`src/rtl/dds_pkg.sv`:
```
// Shared definitions for the DDS configuration bus: frame parser states,
// default sync marker, bus widths and the well-known DDS register addresses.
package dds_pkg;

  localparam int ADDR_W = 16;
  localparam int DATA_W = 16;

  localparam logic [7:0] SYNC_BYTE_DEF = 8'hA5;

  localparam logic [ADDR_W-1:0] REG_WAVE = 16'h0020;
  localparam logic [ADDR_W-1:0] REG_STEP = 16'h0030;

  typedef enum logic [2:0] {
    ST_IDLE,
    ST_AH,
    ST_AL,
    ST_DH,
    ST_DL,
    ST_CK,
    ST_WRITE,
    ST_GAP
  } cfg_state_e;

  // States in which a frame is partially received and the inter-byte timer runs.
  function automatic logic in_frame(input cfg_state_e s);
    return (s == ST_AH) || (s == ST_AL) || (s == ST_DH) || (s == ST_DL) || (s == ST_CK);
  endfunction

endpackage

```
`src/rtl/dds_cfg_timeout.sv`:
```
// Inter-byte idle counter. Counts enabled cycles since the last clear and flags
// the cycle in which the idle count reaches TIMEOUT_CYC; shared with status readback.
module dds_cfg_timeout #(
  parameter int TIMEOUT_CYC = 1000
) (
  input  logic clk,
  input  logic rstn,
  input  logic clr_i,
  input  logic en_i,
  output logic expire_o
);

  localparam int CW = $clog2(TIMEOUT_CYC);
  localparam logic [CW-1:0] LAST = CW'(TIMEOUT_CYC - 1);

  logic [CW-1:0] cnt_q, cnt_d;

  // Saturates at LAST so a stalled enable cannot wrap and re-fire later.
  always_comb begin
    cnt_d = cnt_q;
    if (clr_i || !en_i) begin
      cnt_d = '0;
    end else if (cnt_q != LAST) begin
      cnt_d = cnt_q + 1'b1;
    end
  end

  always_ff @(posedge clk or negedge rstn) begin
    if (!rstn) begin
      cnt_q <= '0;
    end else begin
      cnt_q <= cnt_d;
    end
  end

  // A clear in the expiring cycle wins: the arriving byte cancels the timeout.
  assign expire_o = en_i && !clr_i && (cnt_q == LAST);

endmodule

```
`src/rtl/dds_cfg_master.sv`:
```
// Parses SYNC/ADDR_H/ADDR_L/DATA_H/DATA_L/CHK byte frames and issues one
// registered single-cycle register write per valid frame.
// Byte handshake: a byte transfers on a rising edge where rx_valid & rx_ready;
// upstream holds rx_valid/rx_data stable until that edge.
module dds_cfg_master
  import dds_pkg::*;
#(
  parameter logic [7:0] SYNC_BYTE   = SYNC_BYTE_DEF,
  parameter int         TIMEOUT_CYC = 1000,
  parameter int         GAP_CYC     = 2
) (
  input  logic              clk,
  input  logic              rstn,
  input  logic              rx_valid,
  input  logic [7:0]        rx_data,
  output logic              rx_ready,
  output logic              wr,
  output logic [ADDR_W-1:0] waddr,
  output logic [DATA_W-1:0] wdata,
  output logic              frame_done,
  output logic              frame_err
);

  localparam int GW = $clog2(GAP_CYC + 1);
  localparam logic [GW-1:0] GAP_LAST = GW'(GAP_CYC - 1);

  cfg_state_e        state_q, state_d;
  logic [ADDR_W-1:0] addr_q, addr_d;
  logic [DATA_W-1:0] data_q, data_d;
  logic [7:0]        chk_q, chk_d;
  logic [GW-1:0]     gap_q, gap_d;
  logic              rdy_q, rdy_d;
  logic              wr_q, wr_d;
  logic              done_q, done_d;
  logic              err_q, err_d;
  logic [ADDR_W-1:0] waddr_q, waddr_d;
  logic [DATA_W-1:0] wdata_q, wdata_d;

  logic accept;
  logic tmo_expire;

  assign accept = rx_valid && rdy_q;

  dds_cfg_timeout #(
    .TIMEOUT_CYC(TIMEOUT_CYC)
  ) u_timeout (
    .clk     (clk),
    .rstn    (rstn),
    .clr_i   (accept),
    .en_i    (in_frame(state_q)),
    .expire_o(tmo_expire)
  );

  always_comb begin
    state_d = state_q;
    addr_d  = addr_q;
    data_d  = data_q;
    chk_d   = chk_q;
    gap_d   = gap_q;
    wr_d    = 1'b0;
    done_d  = 1'b0;
    err_d   = 1'b0;
    waddr_d = '0;
    wdata_d = '0;

    case (state_q)
      ST_IDLE: begin
        if (accept && (rx_data == SYNC_BYTE)) begin
          state_d = ST_AH;
          addr_d  = '0;
          data_d  = '0;
          chk_d   = '0;
        end
      end
      ST_AH, ST_AL: begin
        if (accept) begin
          addr_d  = {addr_q[ADDR_W-9:0], rx_data};
          chk_d   = chk_q ^ rx_data;
          state_d = (state_q == ST_AH) ? ST_AL : ST_DH;
        end
      end
      ST_DH, ST_DL: begin
        if (accept) begin
          data_d  = {data_q[DATA_W-9:0], rx_data};
          chk_d   = chk_q ^ rx_data;
          state_d = (state_q == ST_DH) ? ST_DL : ST_CK;
        end
      end
      ST_CK: begin
        if (accept) begin
          if (rx_data == chk_q) begin
            state_d = ST_WRITE;
            wr_d    = 1'b1;
            done_d  = 1'b1;
            waddr_d = addr_q;
            wdata_d = data_q;
          end else begin
            state_d = ST_IDLE;
            err_d   = 1'b1;
          end
        end
      end
      ST_WRITE: begin
        state_d = ST_GAP;
        gap_d   = '0;
      end
      ST_GAP: begin
        if (gap_q == GAP_LAST) begin
          state_d = ST_IDLE;
        end else begin
          gap_d = gap_q + 1'b1;
        end
      end
      default: state_d = ST_IDLE;
    endcase

    // Expiry is only raised in-frame and without an accepted byte.
    if (tmo_expire) begin
      state_d = ST_IDLE;
      err_d   = 1'b1;
    end

    rdy_d = (state_d != ST_WRITE) && (state_d != ST_GAP);
  end

  always_ff @(posedge clk or negedge rstn) begin
    if (!rstn) begin
      state_q <= ST_IDLE;
      addr_q  <= '0;
      data_q  <= '0;
      chk_q   <= '0;
      gap_q   <= '0;
      rdy_q   <= 1'b0;
      wr_q    <= 1'b0;
      done_q  <= 1'b0;
      err_q   <= 1'b0;
      waddr_q <= '0;
      wdata_q <= '0;
    end else begin
      state_q <= state_d;
      addr_q  <= addr_d;
      data_q  <= data_d;
      chk_q   <= chk_d;
      gap_q   <= gap_d;
      rdy_q   <= rdy_d;
      wr_q    <= wr_d;
      done_q  <= done_d;
      err_q   <= err_d;
      waddr_q <= waddr_d;
      wdata_q <= wdata_d;
    end
  end

  assign rx_ready   = rdy_q;
  assign wr         = wr_q;
  assign waddr      = waddr_q;
  assign wdata      = wdata_q;
  assign frame_done = done_q;
  assign frame_err  = err_q;

endmodule

```
`config.mk`:
```
export PLATFORM = sky130hd
export DESIGN_NAME = dds_cfg_master
export DESIGN_NICKNAME = d
export VERILOG_FILES = /design/src/rtl/dds_pkg.sv /design/src/rtl/dds_cfg_timeout.sv /design/src/rtl/dds_cfg_master.sv
export SDC_FILE = /design/constraint.sdc
export NUM_CORES = 1
export LEC_CHECK = 0
export BUFFER_PORTS_ARGS = -buffer_cell sky130_fd_sc_hd__buf_2
export CORE_MARGIN = 2
export CORE_UTILIZATION = 45
export CTS_CLUSTER_DIAMETER = 200
export DETAILED_ROUTE_END_ITERATION = 7
export GPL_ROUTABILITY_DRIVEN = 0
export MAX_ROUTING_LAYER = met4
export PLACE_DENSITY = 0.72
export SYNTH_ARGS = -nofsm -noshare
export SYNTH_HDL_FRONTEND = slang
export SYNTH_SLANG_ARGS = --single-unit
```
`constraint.sdc`:
```
create_clock -name clk -period 1.8 [get_ports clk]
set_clock_uncertainty 0.15 [all_clocks]
set_input_delay 0.18 -clock clk [delete_from_list [all_inputs] [get_ports clk]]
set_output_delay 0.18 -clock clk [all_outputs]
set_load 0.02 [all_outputs]
```
After elaboration in Yosys (flattened, before gate mapping):

Cells that the tools add are included.

* bits in registers: 90
* bits in latches: 0
* bits in writable memories: 0
* ROM bits: 0
* input port bits: 11
* output and inout bits: 36
* memories: 0

* $add $sub $neg: 2
* $mul: 0
* divide/modulo/power cells: 0
* order comparisons: 0
* eq/ne operators: 19
* shift-type cells: 0
* mux-type cells: 35
* bitwise logic cells: 1
* reductions and logical operators: 25

Operators by type and width (number)
* two-way mux 16 bit: 9
* one-hot mux 16 bit (2 select lines): 2
* two-way mux 3 bit: 7
* two-way mux 10 bit: 2
* one-hot mux 3 bit (6 select lines): 1
* two-way mux 8 bit: 2
* one-hot mux 8 bit (2 select lines): 1
* == test 3 bit, second input constant: 4
* adder 10 x 1 -> 10 bit, second input constant: 1
* == test 10 bit, second input constant: 1
* inequality test 10 bit, second input constant: 1
* nonzero test 2 bit: 5
* two-way mux 1 bit: 9
* AND reduction 3 bit: 3
* == test 8 bit: 1
* == test 8 bit, second input constant: 1
* inequality test 2 bit, second input constant: 4
* bitwise XOR 8 bit: 1
* == test 3 x 2 -> 1 bit, second input constant: 2
* inequality test 3 bit, second input constant: 2
* logical AND 1 bit: 5
* logical OR 1 bit: 5
* one-hot mux 2 bit (2 select lines): 1
* OR reduction 2 bit: 2
* 9 further kinds: 10

Depth between registers and ports, before layout:

* depth in word-level cells: 10
* depth in mapped cells: 7
* mapped depth without buffers: 6

Modules after synthesis:

From an unflattened synthesis, not the netlist that was laid out.

* cells, all modules: 336
* area, all modules: 3892.5 sq um

Modules (own cells, without submodules)
* dds_cfg_master: times used 1, cells an instance 278, area an instance 3345.7 sq um, sequential area each 2001.9 sq um
* dds_cfg_timeout: times used 1, cells an instance 58, area an instance 546.8 sq um, sequential area each 250.2 sq um

Worst setup path before layout:

Ideal clock, no wire load.

* path kind: flip-flop to flip-flop
* start point: register state_q[1]
* end point: register data_q[10]
* arrival: 1.467 ns
* setup slack: 0.062 ns
* cell stages (with the launch flop): 7
* buffers on the path: 2
* period minus slack after synthesis: 1.738 ns
* cells stage by stage: dfrtp_1 buf_6 or3b_4 a21oi_4 a21oi_4 buf_6 a22o_1

* word-level cells in the longest chain between the ends: 4
* elaborated cells between the ends (all ways): 9
* those cells by class: eq/ne: 4; mux: 1; reduce/logical: 4

Ends and longest elaborated chain
* start: declaration: RTL line dds_cfg_master.sv:27 `cfg_state_e state_q, state_d;`
* start signal: assignment: RTL line dds_cfg_master.sv:140 `state_q <= state_d;`
* == test 3 bit / == test 3 x 2 -> 1 bit (equally long branches): RTL line dds_cfg_master.sv:66 `case (state_q)`
* OR reduction 2 bit: RTL line dds_cfg_master.sv:66
* inequality test 2 bit (no source line) / nonzero test 2 bit (equally long branches)
* AND reduction 3 bit (no source line)
* end signal: assignment: RTL line dds_cfg_master.sv:142 `data_q <= data_d;`
* end: declaration: RTL line dds_cfg_master.sv:29 `logic [DATA_W-1:0] data_q, data_d;`

Parallel ways exist; a longest one is shown, timed or not.
A chain may end at the register's enable or synchronous reset.

Worst setup path after layout:

* start point: register chk_q[2]
* end point: register wdata_q[1], in the netlist wdata[1]

* word-level cells in the longest chain between the ends: 4

Ends and longest elaborated chain
* start: declaration: RTL line dds_cfg_master.sv:30 `logic [7:0] chk_q, chk_d;`
* start signal: assignment: RTL line dds_cfg_master.sv:143 `chk_q <= chk_d;`
* == test 8 bit: RTL line dds_cfg_master.sv:91 `if (rx_data == chk_q) begin`
* two-way mux 16 bit: RTL line dds_cfg_master.sv:91
* two-way mux 16 bit: RTL line dds_cfg_master.sv:90 `if (accept) begin`
* two-way mux 16 bit: RTL line dds_cfg_master.sv:66
* via wdata_d[1]: RTL line dds_cfg_master.sv:37 `logic [DATA_W-1:0] wdata_q, wdata_d;`
* end signal: assignment: RTL line dds_cfg_master.sv:150 `wdata_q <= wdata_d;`
* end: declaration: RTL line dds_cfg_master.sv:37

The timed path passes the listed nets, and every way through them passes these cells.

==> results list <==
- Layout-stage area growth over the synthesis result: 19.6%
- DRT iter0 DRCs: between 150 and 200
* Number of CTS-inserted buffers: 9
- Antenna violations before repair: 0
- Input and output buffers added on the ports amount to 46.
* CP max FO: 16
- The worst setup path is of the reg -> reg kind.
- Via count of the routed design: 2,465
- Together, buffers and inverters on the worst path number 1.
- Power after layout: slightly below 4 mW
* Final-report setup violation count: 0
* # DRC: 0
- CTS built an H-tree with a depth of 3.
- Grouping stages by cell kind, the critical path spends the most delay in simple AND/OR/NAND/NOR gates.
- For this run, the leading register cell type out of synthesis is dfrtp_1.
- Worst supply voltage drop on vdd: 365 uV
- Clk_lat worst skew: 0.36 ns
- The repair_antennas step left the layout with diodes totalling 0.
- In the final layout, flip-flops and latches occupy 2260 um^2.
- Antenna-violating nets left: 0
- Detailed Routing Iterations Pass 1: 4
* Footprint of the multi-input gates: 1380 um^2
- CP max-delay cell: dfrtp_1
* Aggregate global routing overflow: 0
* Stage delay of the slowest cell on the critical path: 0.41 ns
* Final hold violation count: 0
* Horiz. Die Dim: ~95 um
- The cell count after synthesis came out at 293.
- The run finished with clean final reports.
- In this run the clock root is driven by a clkbuf_8.
- In this run the cell area of the synthesized design comes to around 3700 um^2.
* Arrival @ worst endpoint: about 1.9 ns
* Initial Utilization: 45.7%
- Fraction of final layout cells with drive strength greater than 1: between 20 and 30%
- Summed over all instances, the cell type with the most area after synthesis is dfrtp_1.
- TritonCTS built the clock tree.
- After synthesis, the share of flip-flops with an asynchronous set or reset is 100%.
* Post-Syn Area per Cell: ~13 um^2
- Fmax: 574 MHz
* Synthesis warning total: 0
- Detailed placement ended at an HPWL of 4890 um.
- Count of pins over their slew limit: 0
- Wires add up to 7110 um.
* GRT Util Overall: 17.9%
* Via count of the first global-routing pass: 2,389
- STA classifies the critical path startpoint as a flip-flop.
- Leakage component of the power: 2.19 nW
- For the pin with the worst max-slew slack, the measured transition is 0.603 ns.
- The worst setup path is captured at a flip-flop.
* Pin count of the biggest net entering global routing: 36
- The synthesized design contains 0 enable-type register cells.
* Number of maximum-capacitance violations: 0
- Prior to clock tree synthesis, the placed netlist has a worst setup slack of -0.0578 ns.
- The floorplan has 33 rows.
- Flops & latches, synth: 90
- Per-cell via count in the routed design: 5.22
- The share of synthesized area in the top cell type comes to 60.5%.
* Time the worst path needs with I/O delays and setup: 1.74 ns
- Unique masters post-synth: 46
* Clock Path Buffers: 2
* Chip height: about 95 um
- First-pass GRT wire length: 11,900 um
- Register-to-Register Setup Slack: between 0.05 and 0.06 ns
- Cell-by-cell listing of the critical path: xor2_1 -> nor4_2 -> and4_4 -> buf_8 -> and2_1
* # nets final: 375
- The number of nets handed over by synthesis was 306.
* Total die area: 9010 um^2
- Unrepaired setup endpoints after global routing: yes
- The filler cells instantiated in the layout total 692.
- Measured against its own limit, the worst slew margin works out to 59.6%.
- The final critical path takes up 96.8% of the cycle.
- Dividing the detail-routed wire length by the instance count gives 15.1 um.
- Counting every sink on the clock net gives 90.
- For the worst setup path, the data required time is 1.95 ns.
* Power per cell area: roughly 880 nW/um^2
- Sequential cells were found to cover about three fifths of the synthesized design area.
- Hold/Removal Path Class: in -> reg
* Top cells by area in the synthesized netlist: dfrtp_1, a22o_1, and2_1
- Total core area: 8130 um^2
* Final worst setup slack: 0.0575 ns
- After clock tree synthesis, the clock-pin slew on the worst setup and hold paths is 0.09 ns.
- # IOs: 47
==> synth_stat cells (4+ instances only) <==
library cell / number
nor3b_1: 8
xnor2_1: 4
nor2b_1: 8
a221o_1: 8
a21oi_1: 7
nand2_1: 12
nor2_1: 14
and2_1: 35
a22o_1: 34
xor2_1: 11
buf_4: 4
dfrtp_1: 90
buf_6: 6
==> cells in the final DEF, fill, tap and decap left out, types with 4 or more instances in the layout <==
cell,instances
buf_2,45
nor2_1,14
buf_4,20
xnor2_1,4
nor2b_1,8
a22o_1,34
xor2_1,11
a21oi_1,7
nor3b_1,8
dfrtp_1,87
nand2_1,12
and2_1,33
clkbuf_8,9
a221o_1,8
==> flip-flops by register name, summed over array words and instances (netlist names) <==
signal / cells
rx_ready: 1
u_timeout.cnt_q: 10
frame_done: 1
chk_q: 8
frame_err: 1
gap_q: 2
wdata: 16
data_q: 16
waddr: 16
addr_q: 16
state_q: 3
==> kinds of logic (layout without fill, tap and decap cells) <==
logic type | after synthesis | in the layout | synth area share (%)
AO/OA/AOI/OAI | 64 | 64 | 14.8
XOR/XNOR | 15 | 15 | 3.53
adder cells (fa/ha/maj) | 2 | 2 | 0.672
buffers and inverters | 17 | 91 | 3.40
flip-flops | 90 | 90 | 60.5
multiplexers | 2 | 2 | 0.538
AND/OR/NAND/NOR | 103 | 103 | 16.5
==> repair_timing <==
item                       CTS  global route
hold endpoints to repair    91             0
pin swaps                    0             3
setup endpoints to repair   40            53
setup buffers                0             2
gates cloned                 0             0
hold buffers                 2             0
resized for setup            5            11
==> power by group <==
part | leakage, nW | switching (mW) | internal [mW]
clock network | 0.0975 | 0.719 | 0.656
registers | 1.24 | 0.0892 | 2.12
logic | 0.850 | 0.159 | 0.179
==> worst paths after layout <==
kind	endpoint	cells past startpoint	start
worst max register to register	wdata[1]$_DFF_PN0_	5	chk_q[2]$_DFFE_PN0P_
worst max-delay path	wdata[1]$_DFF_PN0_	5	chk_q[2]$_DFFE_PN0P_
worst min register to register	wdata[8]$_DFF_PN0_	1	data_q[8]$_DFFE_PN0P_
min in group asynchronous	wdata[10]$_DFF_PN0_	2	rstn
worst min-delay path	data_q[3]$_DFFE_PN0P_	2	rx_data[3]
max in group asynchronous	addr_q[13]$_DFFE_PN0P_	3	rstn
==> final cells by class <==
cell class	count	area share, %
clock buffers	10	2.87
repair buffers	72	10.5
well taps	105	2.95
inverters	3	0.253
clock inverters	6	1.63
flip-flops and latches	90	50.7
multi-input cells	186	31.1
==> metal layers <==
metal	GRT usage, %	vias up	share of wire, %
li1	-	1192	-
met1	24.6	1214	45
met2	26.0	49	50
met3	3.67	10	4.3
met4	7.37	0	1.1
met5	-	-	0
==> stage by stage <==
step / instances / TNS, ns / util [%] / hold WS, ns / cell area [um^2]
2_1_floorplan: 293 / 0 / - / -0.266 / 3720
3_3_place_gp: 452 / -0.0527 / 51.1 / -0.0237 / 4160
3_5_place_dp: 452 / -0.836 / 51.1 / -0.0142 / 4160
4_1_cts: 470 / 0 / 54.1 / 0.00227 / 4400
5_1_grt: 472 / -0.313 / 54.7 / 0.0188 / 4450
6_report: 472 / 0 / 54.7 / 0.00245 / 4450
==> worst register-to-register path, cell delays in order, from the launching register on <==
cell     delay, ns
dfrtp_1       0.41
xor2_1        0.17
nor4_2        0.36
and4_4        0.31
buf_8         0.14
and2_1        0.14
(Power assumes the default switching activity.)
